$ cat src/rtl/alu_share_arbiter_if.sv
// ---------------------------------------------------------------------------
// alu_share_arbiter_if
// Bundles the requester handshakes and the shared-ALU connection of
// alu_share_arbiter.
//   slave  modport : the arbiter side.
//   master modport : the requesters plus the ALU (testbench / integration).
// Signals:
//   req_valid/req_ready   [1:0]   request handshake, bit i = port i
//   req_op                [2*OL]  port i opcode at [i*OL +: OL]
//   req_a / req_b         [2*DW]  port i operands at [i*DW +: DW]
//   resp_valid/resp_ready [1:0]   response handshake, bit i = port i
//   resp_result           [DW]    result shared by both ports
//   alu_srca/alu_srcb     [DW]    to the ALU operands
//   alu_operation         [OL]    to the ALU operation code
//   alu_result            [DW]    from the ALU
//   busy                          arbiter is working on an operation
// ---------------------------------------------------------------------------
interface alu_share_arbiter_if #(
  parameter int DATA_WIDTH    = 32,
  parameter int OPCODE_LENGTH = 4
);
  logic [1:0]                 req_valid;
  logic [1:0]                 req_ready;
  logic [2*OPCODE_LENGTH-1:0] req_op;
  logic [2*DATA_WIDTH-1:0]    req_a;
  logic [2*DATA_WIDTH-1:0]    req_b;
  logic [1:0]                 resp_valid;
  logic [1:0]                 resp_ready;
  logic [DATA_WIDTH-1:0]      resp_result;
  logic [DATA_WIDTH-1:0]      alu_srca;
  logic [DATA_WIDTH-1:0]      alu_srcb;
  logic [OPCODE_LENGTH-1:0]   alu_operation;
  logic [DATA_WIDTH-1:0]      alu_result;
  logic                       busy;

  modport slave (
    input  req_valid, req_op, req_a, req_b, resp_ready, alu_result,
    output req_ready, resp_valid, resp_result,
           alu_srca, alu_srcb, alu_operation, busy
  );

  modport master (
    output req_valid, req_op, req_a, req_b, resp_ready, alu_result,
    input  req_ready, resp_valid, resp_result,
           alu_srca, alu_srcb, alu_operation, busy
  );
endinterface

$ cat src/rtl/alu_share_arbiter.sv
// ---------------------------------------------------------------------------
// alu_share_arbiter
// Shares one combinational ALU between two requesters (port 0: execute stage,
// port 1: address/aux unit). An operation is accepted in IDLE, the latched
// operands drive the ALU in EXEC where the result is registered, and the
// result is presented to the owning port in RESP until that port takes it.
// Ports:
//   clk    rising-edge clock
//   rst_n  asynchronous active-low reset; aborts any operation in flight
//   bus    alu_share_arbiter_if.slave (handshakes + ALU connection)
// Configuration:
//   ALU_ARB_RR_EN defined   : round-robin on contention (last_grant register)
//   ALU_ARB_RR_EN undefined : fixed priority, port 0 wins contention
// ---------------------------------------------------------------------------
module alu_share_arbiter #(
  parameter int DATA_WIDTH    = 32,
  parameter int OPCODE_LENGTH = 4
) (
  input logic               clk,
  input logic               rst_n,
  alu_share_arbiter_if.slave bus
);
  localparam int DW = DATA_WIDTH;
  localparam int OL = OPCODE_LENGTH;

  typedef enum logic [1:0] {
    ST_IDLE = 2'd0,
    ST_EXEC = 2'd1,
    ST_RESP = 2'd2
  } state_e;

  state_e          state_q,      state_d;
  logic [OL-1:0]   op_q,         op_d;
  logic [DW-1:0]   a_q,          a_d;
  logic [DW-1:0]   b_q,          b_d;
  logic            owner_q,      owner_d;
  logic [DW-1:0]   result_q,     result_d;
  logic [1:0]      resp_valid_q, resp_valid_d;
  logic            busy_q,       busy_d;
`ifdef ALU_ARB_RR_EN
  logic            last_grant_q, last_grant_d;
`endif

  logic            grant_vld_s;
  logic            grant_idx_s;

  // Pick the port that wins this cycle from the raw request lines.
  always_comb begin
    grant_vld_s = |bus.req_valid;
`ifdef ALU_ARB_RR_EN
    // On contention the port that did not win last time goes first.
    if (bus.req_valid == 2'b11) begin
      grant_idx_s = ~last_grant_q;
    end else begin
      grant_idx_s = ~bus.req_valid[0];
    end
`else
    grant_idx_s = ~bus.req_valid[0];
`endif
  end

  // Acceptance is combinational so a requester sees ready in its valid cycle.
  always_comb begin
    if ((state_q == ST_IDLE) && grant_vld_s) begin
      bus.req_ready = grant_idx_s ? 2'b10 : 2'b01;
    end else begin
      bus.req_ready = 2'b00;
    end
  end

  // Next-state and next-register values for the whole operation sequence.
  always_comb begin
    state_d      = state_q;
    op_d         = op_q;
    a_d          = a_q;
    b_d          = b_q;
    owner_d      = owner_q;
    result_d     = result_q;
    resp_valid_d = resp_valid_q;
`ifdef ALU_ARB_RR_EN
    last_grant_d = last_grant_q;
`endif
    case (state_q)
      ST_IDLE: begin
        if (grant_vld_s) begin
          op_d    = grant_idx_s ? bus.req_op[2*OL-1:OL] : bus.req_op[OL-1:0];
          a_d     = grant_idx_s ? bus.req_a[2*DW-1:DW]  : bus.req_a[DW-1:0];
          b_d     = grant_idx_s ? bus.req_b[2*DW-1:DW]  : bus.req_b[DW-1:0];
          owner_d = grant_idx_s;
          state_d = ST_EXEC;
`ifdef ALU_ARB_RR_EN
          last_grant_d = grant_idx_s;
`endif
        end else begin
          state_d = ST_IDLE;
        end
      end
      ST_EXEC: begin
        // The ALU already sees the latched operands; take its answer now.
        result_d     = bus.alu_result;
        resp_valid_d = owner_q ? 2'b10 : 2'b01;
        state_d      = ST_RESP;
      end
      ST_RESP: begin
        // Only the owner's ready releases the response.
        if (bus.resp_ready[owner_q]) begin
          resp_valid_d = 2'b00;
          state_d      = ST_IDLE;
        end else begin
          state_d = ST_RESP;
        end
      end
      default: begin
        resp_valid_d = 2'b00;
        state_d      = ST_IDLE;
      end
    endcase
    busy_d = (state_d != ST_IDLE);
  end

  // State and datapath registers; reset abandons any operation in flight.
  always_ff @(posedge clk or negedge rst_n) begin
    if (!rst_n) begin
      state_q      <= ST_IDLE;
      op_q         <= {OL{1'b0}};
      a_q          <= {DW{1'b0}};
      b_q          <= {DW{1'b0}};
      owner_q      <= 1'b0;
      result_q     <= {DW{1'b0}};
      resp_valid_q <= 2'b00;
      busy_q       <= 1'b0;
`ifdef ALU_ARB_RR_EN
      last_grant_q <= 1'b1;
`endif
    end else begin
      state_q      <= state_d;
      op_q         <= op_d;
      a_q          <= a_d;
      b_q          <= b_d;
      owner_q      <= owner_d;
      result_q     <= result_d;
      resp_valid_q <= resp_valid_d;
      busy_q       <= busy_d;
`ifdef ALU_ARB_RR_EN
      last_grant_q <= last_grant_d;
`endif
    end
  end

  // ALU operands come straight from the latched registers, so they hold the
  // last accepted operation outside EXEC.
  assign bus.alu_operation = op_q;
  assign bus.alu_srca      = a_q;
  assign bus.alu_srcb      = b_q;
  assign bus.resp_result   = result_q;
  assign bus.resp_valid    = resp_valid_q;
  assign bus.busy          = busy_q;

endmodule

$ cat src/flat_wrapper.sv
// flat-port wrapper written by rule: the top's interface ports become plain ports
module alu_share_arbiter_flat 
#(
  parameter int DATA_WIDTH    = 32,
  parameter int OPCODE_LENGTH = 4
)
  (clk, rst_n, bus_req_valid, bus_req_op, bus_req_a, bus_req_b, bus_resp_ready, bus_alu_result, bus_req_ready, bus_resp_valid, bus_resp_result, bus_alu_srca, bus_alu_srcb, bus_alu_operation, bus_busy);
  alu_share_arbiter_if #(.DATA_WIDTH(DATA_WIDTH), .OPCODE_LENGTH(OPCODE_LENGTH)) bus_i ();
  input logic clk;
  input logic rst_n;
  input wire logic [$bits(bus_i.req_valid)-1:0] bus_req_valid;
  input wire logic [$bits(bus_i.req_op)-1:0] bus_req_op;
  input wire logic [$bits(bus_i.req_a)-1:0] bus_req_a;
  input wire logic [$bits(bus_i.req_b)-1:0] bus_req_b;
  input wire logic [$bits(bus_i.resp_ready)-1:0] bus_resp_ready;
  input wire logic [$bits(bus_i.alu_result)-1:0] bus_alu_result;
  output wire logic [$bits(bus_i.req_ready)-1:0] bus_req_ready;
  output wire logic [$bits(bus_i.resp_valid)-1:0] bus_resp_valid;
  output wire logic [$bits(bus_i.resp_result)-1:0] bus_resp_result;
  output wire logic [$bits(bus_i.alu_srca)-1:0] bus_alu_srca;
  output wire logic [$bits(bus_i.alu_srcb)-1:0] bus_alu_srcb;
  output wire logic [$bits(bus_i.alu_operation)-1:0] bus_alu_operation;
  output wire logic [$bits(bus_i.busy)-1:0] bus_busy;
  assign bus_i.req_valid = bus_req_valid;
  assign bus_i.req_op = bus_req_op;
  assign bus_i.req_a = bus_req_a;
  assign bus_i.req_b = bus_req_b;
  assign bus_i.resp_ready = bus_resp_ready;
  assign bus_i.alu_result = bus_alu_result;
  assign bus_req_ready = bus_i.req_ready;
  assign bus_resp_valid = bus_i.resp_valid;
  assign bus_resp_result = bus_i.resp_result;
  assign bus_alu_srca = bus_i.alu_srca;
  assign bus_alu_srcb = bus_i.alu_srcb;
  assign bus_alu_operation = bus_i.alu_operation;
  assign bus_busy = bus_i.busy;
  alu_share_arbiter #(.DATA_WIDTH(DATA_WIDTH), .OPCODE_LENGTH(OPCODE_LENGTH)) u_core (.clk(clk), .rst_n(rst_n), .bus(bus_i));
endmodule
$ cat config.mk
export PLATFORM = sky130hd
export DESIGN_NAME = alu_share_arbiter_flat
export DESIGN_NICKNAME = d
export VERILOG_FILES = /design/src/rtl/alu_share_arbiter_if.sv /design/src/rtl/alu_share_arbiter.sv /design/src/flat_wrapper.sv
export SDC_FILE = /design/constraint.sdc
export NUM_CORES = 1
export LEC_CHECK = 0
export CORE_MARGIN = 2
export CORE_UTILIZATION = 37
export CTS_CLUSTER_DIAMETER = 200
export DETAILED_ROUTE_END_ITERATION = 12
export PLACE_DENSITY = 0.82
export SKIP_CTS_REPAIR_TIMING = 1
export SLEW_MARGIN = 40
export SYNTH_ARGS = -nofsm -noshare
export SYNTH_HDL_FRONTEND = slang
export SYNTH_SLANG_ARGS = --single-unit
$ cat constraint.sdc
create_clock -name clk -period 2.3 [get_ports clk]
set_clock_uncertainty 0.1 [all_clocks]
set_input_delay 0.23 -clock clk [delete_from_list [all_inputs] [get_ports clk]]
set_output_delay 0.23 -clock clk [all_outputs]
set_load 0.03 [all_outputs]
=== Yosys cells after proc, flatten, opt, wreduce, memory -nomap -nowiden ===
Cells that the tools add are included.

* $lt $le $gt $ge: 1
* Equality and inequality tests: 3
* Mux-type cells: 13
* Bitwise logic cells: 2
* Reductions and logical operators: 6

{| class="wikitable"
|+ Operator list
! kind !! number
|-
| 32-bit two-way mux || 2
|-
| 2-bit one-hot mux with 3 select lines || 2
|-
| 2-bit two-way mux || 5
|-
| 4-bit two-way mux || 1
|-
| 2-bit AND reduction || 2
|-
| 1-bit two-way mux || 3
|-
| 2-bit by 1-bit == test with 1-bit output (second input constant) || 1
|-
| 2-bit == test (second input constant) || 1
|-
| 2-bit logical NOT || 1
|-
| 1-bit by 2-bit < comparator with 1-bit output (second input constant) || 1
|-
| 2-bit by 1-bit inequality test with 1-bit output (second input constant) || 1
|-
| 1-bit NOT || 2
|-
| 2-bit nonzero test || 1
|-
| 2-bit OR reduction || 1
|-
| 1-bit logical AND || 1
|}

* Bits in registers: 106
* Input port bits: 174

=== Logic depth before layout (Yosys ltp) ===
Gate-level depths: netlist of the first run.

* Word-level depth: 5
* Gate-level depth with buffers: 6
* Gate-level depth less buffers: 4

=== Least setup slack after synthesis of the first run ===
No wires, ideal clock.

* Kind: register to register
* Start: register u_core.state_q[0]
* End: register u_core.b_q[22], in the netlist u_core.bus.alu_srcb[22]
* Library setup time: 66 ps
* Data arrival time: 1471 ps
* Slack: 662 ps
* Cell stages (with the launch flop): 6
* Path through: dfrtp_1 -> buf_2 -> or2_1 -> nor3b_2 -> buf_2 -> a221o_1

* Cells in the longest elaborated chain, start to end: 2

{| class="wikitable"
|+ Ends and longest elaborated chain
! element !! RTL line !! RTL
|-
| from (decl) || alu_share_arbiter.sv:32 || <nowiki>state_e state_q, state_d;</nowiki>
|-
| from (signal assigned) || alu_share_arbiter.sv:136 || <nowiki>state_q <= state_d;</nowiki>
|-
| 2-bit logical NOT || alu_share_arbiter.sv:83 || <nowiki>case (state_q)</nowiki>
|-
| 2-bit AND reduction (no source line) || n/a ||
|-
| to (signal assigned) || alu_share_arbiter.sv:127 || <nowiki>b_q <= {DW{1'b0}};</nowiki>
|-
| to (decl) || alu_share_arbiter.sv:35 || <nowiki>logic [DW-1:0] b_q, b_d;</nowiki>
|}

No other way between the ends.
A chain may end at the register's enable or synchronous reset.

=== Worst setup path after layout of the first run ===
* Start: register u_core.state_q[1]
* End: output bus_req_ready[0]

* Cells in the longest elaborated chain, start to end: 3

{| class="wikitable"
|+ Ends and longest elaborated chain
! element !! RTL line !! RTL
|-
| 2-bit logical NOT || alu_share_arbiter.sv:64 || <nowiki>if ((state_q == ST_IDLE) && grant_vld_s) begin</nowiki>
|-
| 1-bit logical AND || alu_share_arbiter.sv:64 ||
|-
| 2-bit two-way mux || alu_share_arbiter.sv:64 ||
|-
| to (decl) || flat_wrapper.sv:17 || <nowiki>output wire logic [$bits(bus_i.req_ready)-1:0] bus_req_ready;</nowiki>
|}

No other way between the ends.

==> run metrics, run 1 <==
status=finished, final reports clean; Max Freq=477 MHz; synth top area cells=dfrtp_1, a221o_1, and3_1; Seq/Total Area, Yosys=0.600; CTS tree=yes; Min-Delay Path Depth=3; Vias/cell=around 5.2; Root Buffer=clkbuf_16; Starting Density=0.384; Synth Net Count=568; Setup WS pre-CTS=401 ps; clock buffer depth=2; WL per Instance=18.1 um; row count=39; Final Worst Setup Slack=202 ps; first-pass GRT wire length=~22000 um; TritonCTS buffer count=9; post-route ant nets=0; CP max FO=70; Max IR drop VDD=819 uV; Worst Tran Pin Value=647 ps; Iteration-0 DRC Markers=189; count of pins over their slew limit=0; NumNets Final=832; WL final=between 10000 and 15000 um; critical path class=reg2out; critical path capture point type=output port; Total GRT Usage=0.222; final hold vios=0; post-synthesis register bit count=between 100 and 150; vias in the first global route=roughly 4400; DR vias=around 4200; top-area cell type share of the netlist area=0.600; placeable core area=0.0115 sq mm; Post-synth ARST share=1.00; Overflow after GRT=0; warnings from Yosys=0; layout cell share with drive strength beyond 1=0.0528; setup TNS=0 ps; placed cell count=789; DRC viols=0; endpoints failing setup=0; RePlAce Congestion=0.822; Port Buf Inserts=278; I/O pin count=279; Die Area=0.0128 sq mm; Slew headroom=0.569; initial antenna violation count=1; Crit path required time=slightly below 2000 ps; min-delay worst type=in2reg; CTS H-tree depth=3; top-count cell post-synth=dfrtp_1; crit path time final=2100 ps; Leak Pwr=3.58 nW; Post-synth EDFFs=0; pin count of the biggest net entering global routing=71; Die X=roughly 110 um; router iterations before antenna repair=4; clock slew at reported path FFs=70 ps; Synth Instances=394; biggest area consumer among synthesized cells=dfrtp_1; commonest cells in the netlist=dfrtp_1, nand2_1, a221o_1, and3_1, clkbuf_1; reg2reg path depth=4; Die Span Y=113 um; startpoint types=flip-flop; P&R area growth vs syn=74.8%; Pwr Density=1460 mW/mm^2; crit path DAT=between 1500 and 2000 ps; CTS sink count=106; Cell Area, Synth=0.00442 sq mm; Power Total=between 10 and 15 mW; Tcrit/Tclk final=0.912; post-synth cell types=24; Skew-Pair Late Insertion Delay=330 ps; Cell Count, Final, Fillers Out=around 810; max_cap viols=0; top_reg_cell synth=dfrtp_1; Avg Cell Area, Syn=11.2 sq um; unrepaired setup endpoints after global routing=false; Post-DP HPWL=10700 um
metal layers:
metal,track usage,part of all wire,up-vias
li1,-,-,1971
met1,0.250,0.37,2013
met2,0.393,0.52,210
met3,0.0578,0.079,39
met4,0.102,0.033,0
met5,0,0,-
power by group:
| group | switching (mW) | total [mW] | internal (mW) | leakage, nW |
|---|---|---|---|---|
| Sequential | 0.577 | 3.36 | 2.78 | 1.31 |
| Clock | 0.647 | 1.77 | 1.12 | 0.176 |
| Combinational | 3.45 | 6.19 | 2.74 | 2.10 |
| Total | 4.67 | 11.3 | 6.64 | 3.58 |
worst max-delay path, cell delays in order (launching register included):
cell and delay, ps:
dfrtp_1 470, nor2_4 180, buf_6 370, and2_1 260
buf_12 140
worst paths after layout:
check / startpoint / endpoint / slack, ps
setup / recovery: u_core.state_q[1] / bus_req_ready[0] / 200
hold / removal: bus_req_valid[0] / u_core.bus.alu_srcb[28] / 320
setup reg to reg: u_core.state_q[1] / u_core.bus.alu_srcb[30] / 410
hold reg to reg: u_core.bus.resp_result[30] / u_core.bus.resp_result[30] / 380
max in group asynchronous: rst_n / u_core.bus.resp_result[29] / 1340
min in group asynchronous: rst_n / u_core.bus.alu_srcb[27] / 340
final cells by class:
class | instances | area, sq um
sequential | 106 | 2650
clock buffer | 11 | 253
multi-input combinational | 249 | 1620
tap | 143 | 179
fill | 883 | 3790
timing repair buffer | 290 | 2920
inverter | 2 | 7.51
clock inverter | 5 | 100
antenna | 1 | 2.50
state kept, by name, summed over array words and instances (netlist names):
register                  count
u_core.bus.alu_srcb          32
u_core.owner_q                1
u_core.bus.resp_valid         2
u_core.bus.busy               1
u_core.bus.resp_result       32
u_core.bus.alu_operation      4
u_core.state_q                2
u_core.bus.alu_srca          32
placed cells by master (no fill, tap or decap), drive strengths merged:
master	netlist	final
clkdlybuf4s50	0	274
dfrtp	106	106
nand2	96	96
and3	68	68
a221o	68	68
buf	12	15
clkbuf	25	11
bufinv	0	3
inv	2	2
mux2i	2	2
o2bb2ai	2	2
clkinv	0	2
nor2	2	2
nor2b	2	2
diode	0	1
and2	1	1
a211oi	1	1
a21o	1	1
o21ai	1	1
a211o	1	1
or2	1	1
nor3b	1	1
nand2b	1	1
a21oi	1	1
dlygate4sd3	0	1
metrics by stage:
| stage | instance area (sq um) | util | hold slack [ps] |
|---|---|---|---|
| detailed placement | 7360 | 0.639 | 174 |
| global placement | 7360 | 0.639 | 168 |
| finish | 7730 | 0.671 | 317 |
| CTS | 7710 | 0.670 | -191 |
| floorplan | 4420 | - | -166 |
| global route | 7730 | 0.671 | 318 |
cell families after synthesis:
kind of cell	synth area share
flip-flops	0.600
AND/OR/NAND/NOR	0.191
buffers and inverters	0.0379
multiplexers	0.00453
AO/OA/AOI/OAI	0.166
Power figures use the tool's default switching activity.
==> run 2, diff against run 1 <==
==> constraint.sdc (replaced) <==
create_clock -name clk -period 2.35 [get_ports clk]
set_clock_uncertainty 0.1 [all_clocks]
set_input_delay 0.235 -clock clk [delete_from_list [all_inputs] [get_ports clk]]
set_output_delay 0.235 -clock clk [all_outputs]
set_load 0.03 [all_outputs]
==> run 2 against run 1 <==
  * Wire length hardly changed
  * First-iteration DRC count is 14% higher
  * Clock power is 17% lower
  * Die area stayed put
  * Non-clock buffer count is 1 lower
  * Largest power group unchanged
  * Critical endpoint unchanged
==> run metrics, run 2 (synthesized netlist as in run 1, its figures left out) <==
WL per Instance=18.1 um (+0.41%); Die X=113 um (unchanged); post-route ant nets=0 (unchanged); DR vias=4255 (+0.52%); placed cell count=788 (-0.13%); DRC viols=0 (unchanged); CP Capture Point=bus_req_ready[0]; clock slew at reported path FFs=70 ps (about the same); critical path capture point type=output port; crit path time final=2100 ps; Int Power=6.26 mW (-5.7%); status=finished, final reports clean; Worst path depth=4 (unchanged); Port Buf Inserts=278 (unchanged); share of power burned in registers=0.303 (+0.006); startpoint types=flip-flop; Met2 Routed Length=7260 um (-3.7%); commonest non-fill, non-tap cell in the layout=clkdlybuf4s50_1; TritonCTS buffer count=9 (unchanged); Slowest-stage cell, CP=dfrtp_1; NumNets Final=831 (-0.12%); critical path class=reg2out; top layer in use=met4; setup TNS=0 ps (unchanged); ant diodes=0 (-1); crit path cell chain=nor2_4 > buf_6 > and2_1 > buf_12; Die Area=0.0128 sq mm (unchanged); I/O pin count=279 (unchanged); CTS sink count=106 (unchanged); Cell Count, Final, Fillers Out=804 (-0.37%); capture point of the worst reg-to-reg path=u_core.bus.alu_srcb[30]; routed wl met3=1230 um (+6.4%); Worst Tran Pin Value=594 ps (-52.7 ps); Comb power frac=0.561 (+0.014); row count=39 (unchanged); clock power share=0.136 (-0.020); clock buffer depth=2 (unchanged); initial antenna violation count=0 (-1); Pwr Density=1410 mW/mm^2 (-3.5%); reg-to-reg slack, setup=570 ps (+160 ps); Total GRT Usage=0.222 (+0.000306); Max Freq=476 MHz; delay of the slowest critical-path stage=480 ps (about the same); unrepaired setup endpoints after global routing=false; WL final=14600 um (about the same); DRT met1 WL=5570 um (+3.4%); Critical Path Source=u_core.state_q[1]; Vias/cell=5.29 (+0.89%); P&R area growth vs syn=73.4%; Starting Density=0.384 (unchanged); Post-DP HPWL=10600 um (-0.96%); Overflow after GRT=0 (unchanged); RR Startpoint=u_core.state_q[1]; max_cap viols=0 (unchanged); Max IR drop VDD=699 uV (-15%); vias in the first global route=4464 (+0.54%); CP delay by family, top=buffers and inverters; RePlAce Congestion=0.830 (+1.0%); Root Buffer=clkbuf_16; final hold vios=0 (unchanged); Slew headroom=0.602 (+0.0328); Die Span Y=113 um (unchanged); Hold Crit Start=bus_alu_result[18]; crit path DAT=1760 ps (about the same); count of pins over their slew limit=0 (unchanged); router iterations before antenna repair=6 (+2); pin count of the biggest net entering global routing=71 (unchanged); fillers=891 (+0.91%); Iteration-0 DRC Markers=216 (+14%); Buf/Inv on CP=2 (unchanged); CP max FO=70 (unchanged); placeable core area=0.0115 sq mm (unchanged); CTS H-tree depth=3 (unchanged); Leak Pwr=3.55 nW (-0.91%); Psw=4.57 mW (-2.2%); endpoints failing setup=0 (unchanged); Net Sw Frac=0.422 (+0.00889); Tcrit/Tclk final=0.893; Skew-Pair Late Insertion Delay=330 ps (about the same); reg2reg path depth=4 (unchanged); first-pass GRT wire length=22600 um (+0.40%); most frequent cells in the layout=clkdlybuf4s50_1, dfrtp_1, nand2_1; min-delay worst type=in2reg; layout cell share with drive strength beyond 1=0.0469 (-0.00589); Final Util=0.665 (-0.00554); CTS tree=yes; Crit path required time=2020 ps (+50 ps)
==> run 2: changes by cell type in the layout (fill, tap and decap cells not counted), sizes merged <==
cell and delta:
diode -1, clkbuf +1, bufinv -2, buf -1
==> run 2: layer usage <==
metal | up-vias | track usage
met5 | - | 0
met4 | 0 | 0.103
met3 | 36 | 0.0589
met2 | 211 | 0.388
met1 | 2039 | 0.254
li1 | 1969 | -
==> run 2: power groups by stage <==
stage	Sequential, mW	Clock [mW]	Combinational (mW)
floorplan	4.91	0	1.77
global route	3.40	1.58	6.41
finish	3.29	1.47	6.07
CTS	3.28	1.51	6.10
global placement	3.27	0	5.96
detailed placement	3.27	0	6.09
==> run 2: stage by stage <==
step | setup WS, ps | area [sq um] | total power [mW] | hold slack (ps)
6_report | 250 | 7660 | 10.8 | 322
3_3_place_gp | 529 | 7360 | 9.23 | 134
4_1_cts | 98.7 | 7650 | 10.9 | -232
2_1_floorplan | 712 | 4420 | 6.68 | -161
3_5_place_dp | 499 | 7360 | 9.37 | 138
5_1_grt | 139 | 7660 | 11.4 | 337
==> run 2: final cells by class <==
cell class                      instances  area (sq um)  area share
Tap cell                              143           179      0.0233
Clock buffer                           12           246      0.0322
Inverter                                2          7.51    0.000980
Sequential cell                       106          2650       0.346
Clock inverter                          3          40.0     0.00522
Multi-Input combinational cell        249          1620       0.211
Timing Repair Buffer                  289          2920       0.381
==> run 2: worst min path at each step <==
stage / endpoint / cells past startpoint
after floorplan: u_core.bus.alu_operation[0] / 0
after global placement: u_core.bus.alu_srcb[23] / 1
after detailed placement: u_core.bus.alu_srcb[29] / 1
after CTS: u_core.bus.alu_srcb[24] / 1
after global routing: u_core.bus.resp_result[3] / 3
final: u_core.bus.resp_result[18] / 3
==> run 2: worst reg2reg max path: stages (launching register included) <==
cell	delay, ps
dfrtp_1	480
or2_1	300
nor3b_4	300
buf_4	340
a221o_1	210
==> run 3, diff against run 2 <==
--- a/config.mk
+++ b/config.mk
@@ -10,6 +10,7 @@
 export CTS_CLUSTER_DIAMETER = 200
 export DETAILED_ROUTE_END_ITERATION = 12
 export PLACE_DENSITY = 0.82
+export RECOVER_POWER = 25
 export SKIP_CTS_REPAIR_TIMING = 1
 export SLEW_MARGIN = 40
 export SYNTH_ARGS = -nofsm -noshare
==> run 3 against run 2 <==
  * Die area stayed put
  * Global-route usage unchanged
  * Register-to-register slack barely moved
  * Flip-flop and latch count unchanged
  * Core utilization is 0.20 points lower
  * Clock power hardly changed
==> run metrics, run 3 (synthesized netlist as in run 1, its figures left out) <==
status=finished, final reports clean; initial antenna violation count=0 (unchanged); row count=39 (unchanged); FF+latch area=0.00265 sq mm (unchanged); multi-input logic area=0.00162 sq mm (unchanged); Slew headroom=0.367 (-0.235); startpoint types=flip-flop; Tcrit/Tclk final=0.897 (+0.00355); worst hold margin=322 ps (-0.373 ps); met2 Usage GRT=0.388 (unchanged); Root Buffer=clkbuf_16; Power Total=10.8 mW (about the same); Port Buf Inserts=278 (unchanged); P&R area growth vs syn=72.9%; Post-DP HPWL=10600 um (unchanged); post-route ant nets=0 (unchanged); Iteration-0 DRC Markers=232 (+7.4%); final hold vios=0 (unchanged); Starting Density=0.384 (unchanged); I/O pin count=279 (unchanged); count of pins over their slew limit=0 (unchanged); CTS sink count=106 (unchanged); layout cell share with drive strength beyond 1=0.0439 (-0.00303); critical path class=reg2out; max_cap viols=0 (unchanged); critical path capture point type=output port; Max Freq=474 MHz (-0.40%); unrepaired setup endpoints after global routing=false; Die Area=0.0128 sq mm (unchanged); Setup WS pre-CTS=499 ps (unchanged); ant diodes=0 (unchanged); clock slew at reported path FFs=70 ps (about the same); pin count of the biggest net entering global routing=71 (unchanged); commonest non-fill, non-tap cell in the layout=clkdlybuf4s50_1; DRC viols=0 (unchanged); Die X=113 um (unchanged); Pwr Density=1420 mW/mm^2 (+0.20%); CTS H-tree depth=3 (unchanged); NumNets Final=831 (unchanged); met1 Usage GRT=0.254 (unchanged); Overflow after GRT=0 (unchanged); Worst Tran Pin Value=950 ps (+356 ps); vias in the first global route=4464 (unchanged); first-pass GRT wire length=22600 um (unchanged); fin area=0.00764 sq mm (-0.29%); Leak Pwr=3.54 nW (-0.36%); endpoints failing setup=0 (unchanged); Final Worst Setup Slack=242 ps (-8.34 ps); crit path DAT=1770 ps (about the same); Final Util=0.664 (-0.00196); met3 Resource Use GR=0.0589 (unchanged); router iterations before antenna repair=4 (-2); placed cell count=788 (unchanged); CP max FO=70 (unchanged); Total GRT Usage=0.222 (unchanged); DR vias=4262 (+0.16%); Max IR drop VDD=699 uV (about the same); Vias/cell=5.30 (+0.16%); GRT busiest layer=met2; Skew-Pair Late Insertion Delay=330 ps (about the same); most frequent cells in the layout=clkdlybuf4s50_1, dfrtp_1, nand2_1; WL final=14500 um (-0.67%); min-delay worst type=in2reg; Crit path required time=2020 ps (about the same); setup TNS=0 ps (unchanged); placeable core area=0.0115 sq mm (unchanged); clock buffer depth=2 (unchanged); WL per Instance=18.0 um (-0.67%); RePlAce Congestion=0.830 (unchanged); crit path time final=2110 ps (+8.33 ps); fillers=895 (+0.45%); DP Area=0.00736 sq mm (unchanged); CTS tree=yes; TritonCTS buffer count=9 (unchanged); Die Span Y=113 um (unchanged); Cell Count, Final, Fillers Out=804 (unchanged)
-- run 3: changes by cell type in the layout (fill, tap and decap cells not counted) --
cell	previous run	this run
buf_12	5	4
clkbuf_1	2	4
buf_4	7	4
clkbuf_2	0	1
clkbuf_4	0	1
-- run 3: worst paths after layout --
kind | slack, ps | from | end | cells after the start
max in group asynchronous | 390 | rst_n | u_core.bus.resp_result[7] | 3
worst max register to register | 560 | u_core.state_q[1] | u_core.bus.alu_srcb[30] | 4
worst min register to register | 380 | u_core.bus.resp_result[19] | u_core.bus.resp_result[19] | 2
worst max-delay path | 240 | u_core.state_q[1] | bus_req_ready[0] | 4
worst min-delay path | 320 | bus_alu_result[18] | u_core.bus.resp_result[18] | 3
min in group asynchronous | 510 | rst_n | u_core.bus.alu_srcb[20] | 2
-- run 3: per-layer routing --
layer | part of all wire | wire (um) | vias up
met1 | 0.38 | 5500 | 2030
li1 | - | - | 1970
met2 | 0.50 | 7240 | 227
met4 | 0.034 | 488 | 0
met5 | 0 | 0 | -
met3 | 0.086 | 1250 | 35
-- run 3: area by class of cell --
class / instances / share of cell area
flip-flops and latches: 106 / 0.347
well taps: 143 / 0.0234
repair buffers: 289 / 0.379
clock inverters: 3 / 0.00524
multi-input cells: 249 / 0.212
clock buffers: 12 / 0.0323
inverters: 2 / 0.000982
-- run 3: power by group --
group          total (mW)  leakage, nW  switching [mW]  internal, mW
clock network        1.47        0.142           0.624         0.847
logic                6.07         2.09            3.38          2.69
registers            3.28         1.31           0.561          2.72
-- run 3: worst max-delay path: stages (launching register included) --
cell     delay, ps
dfrtp_1        480
nor2_4         190
buf_6          370
and2_1         260
buf_12         130
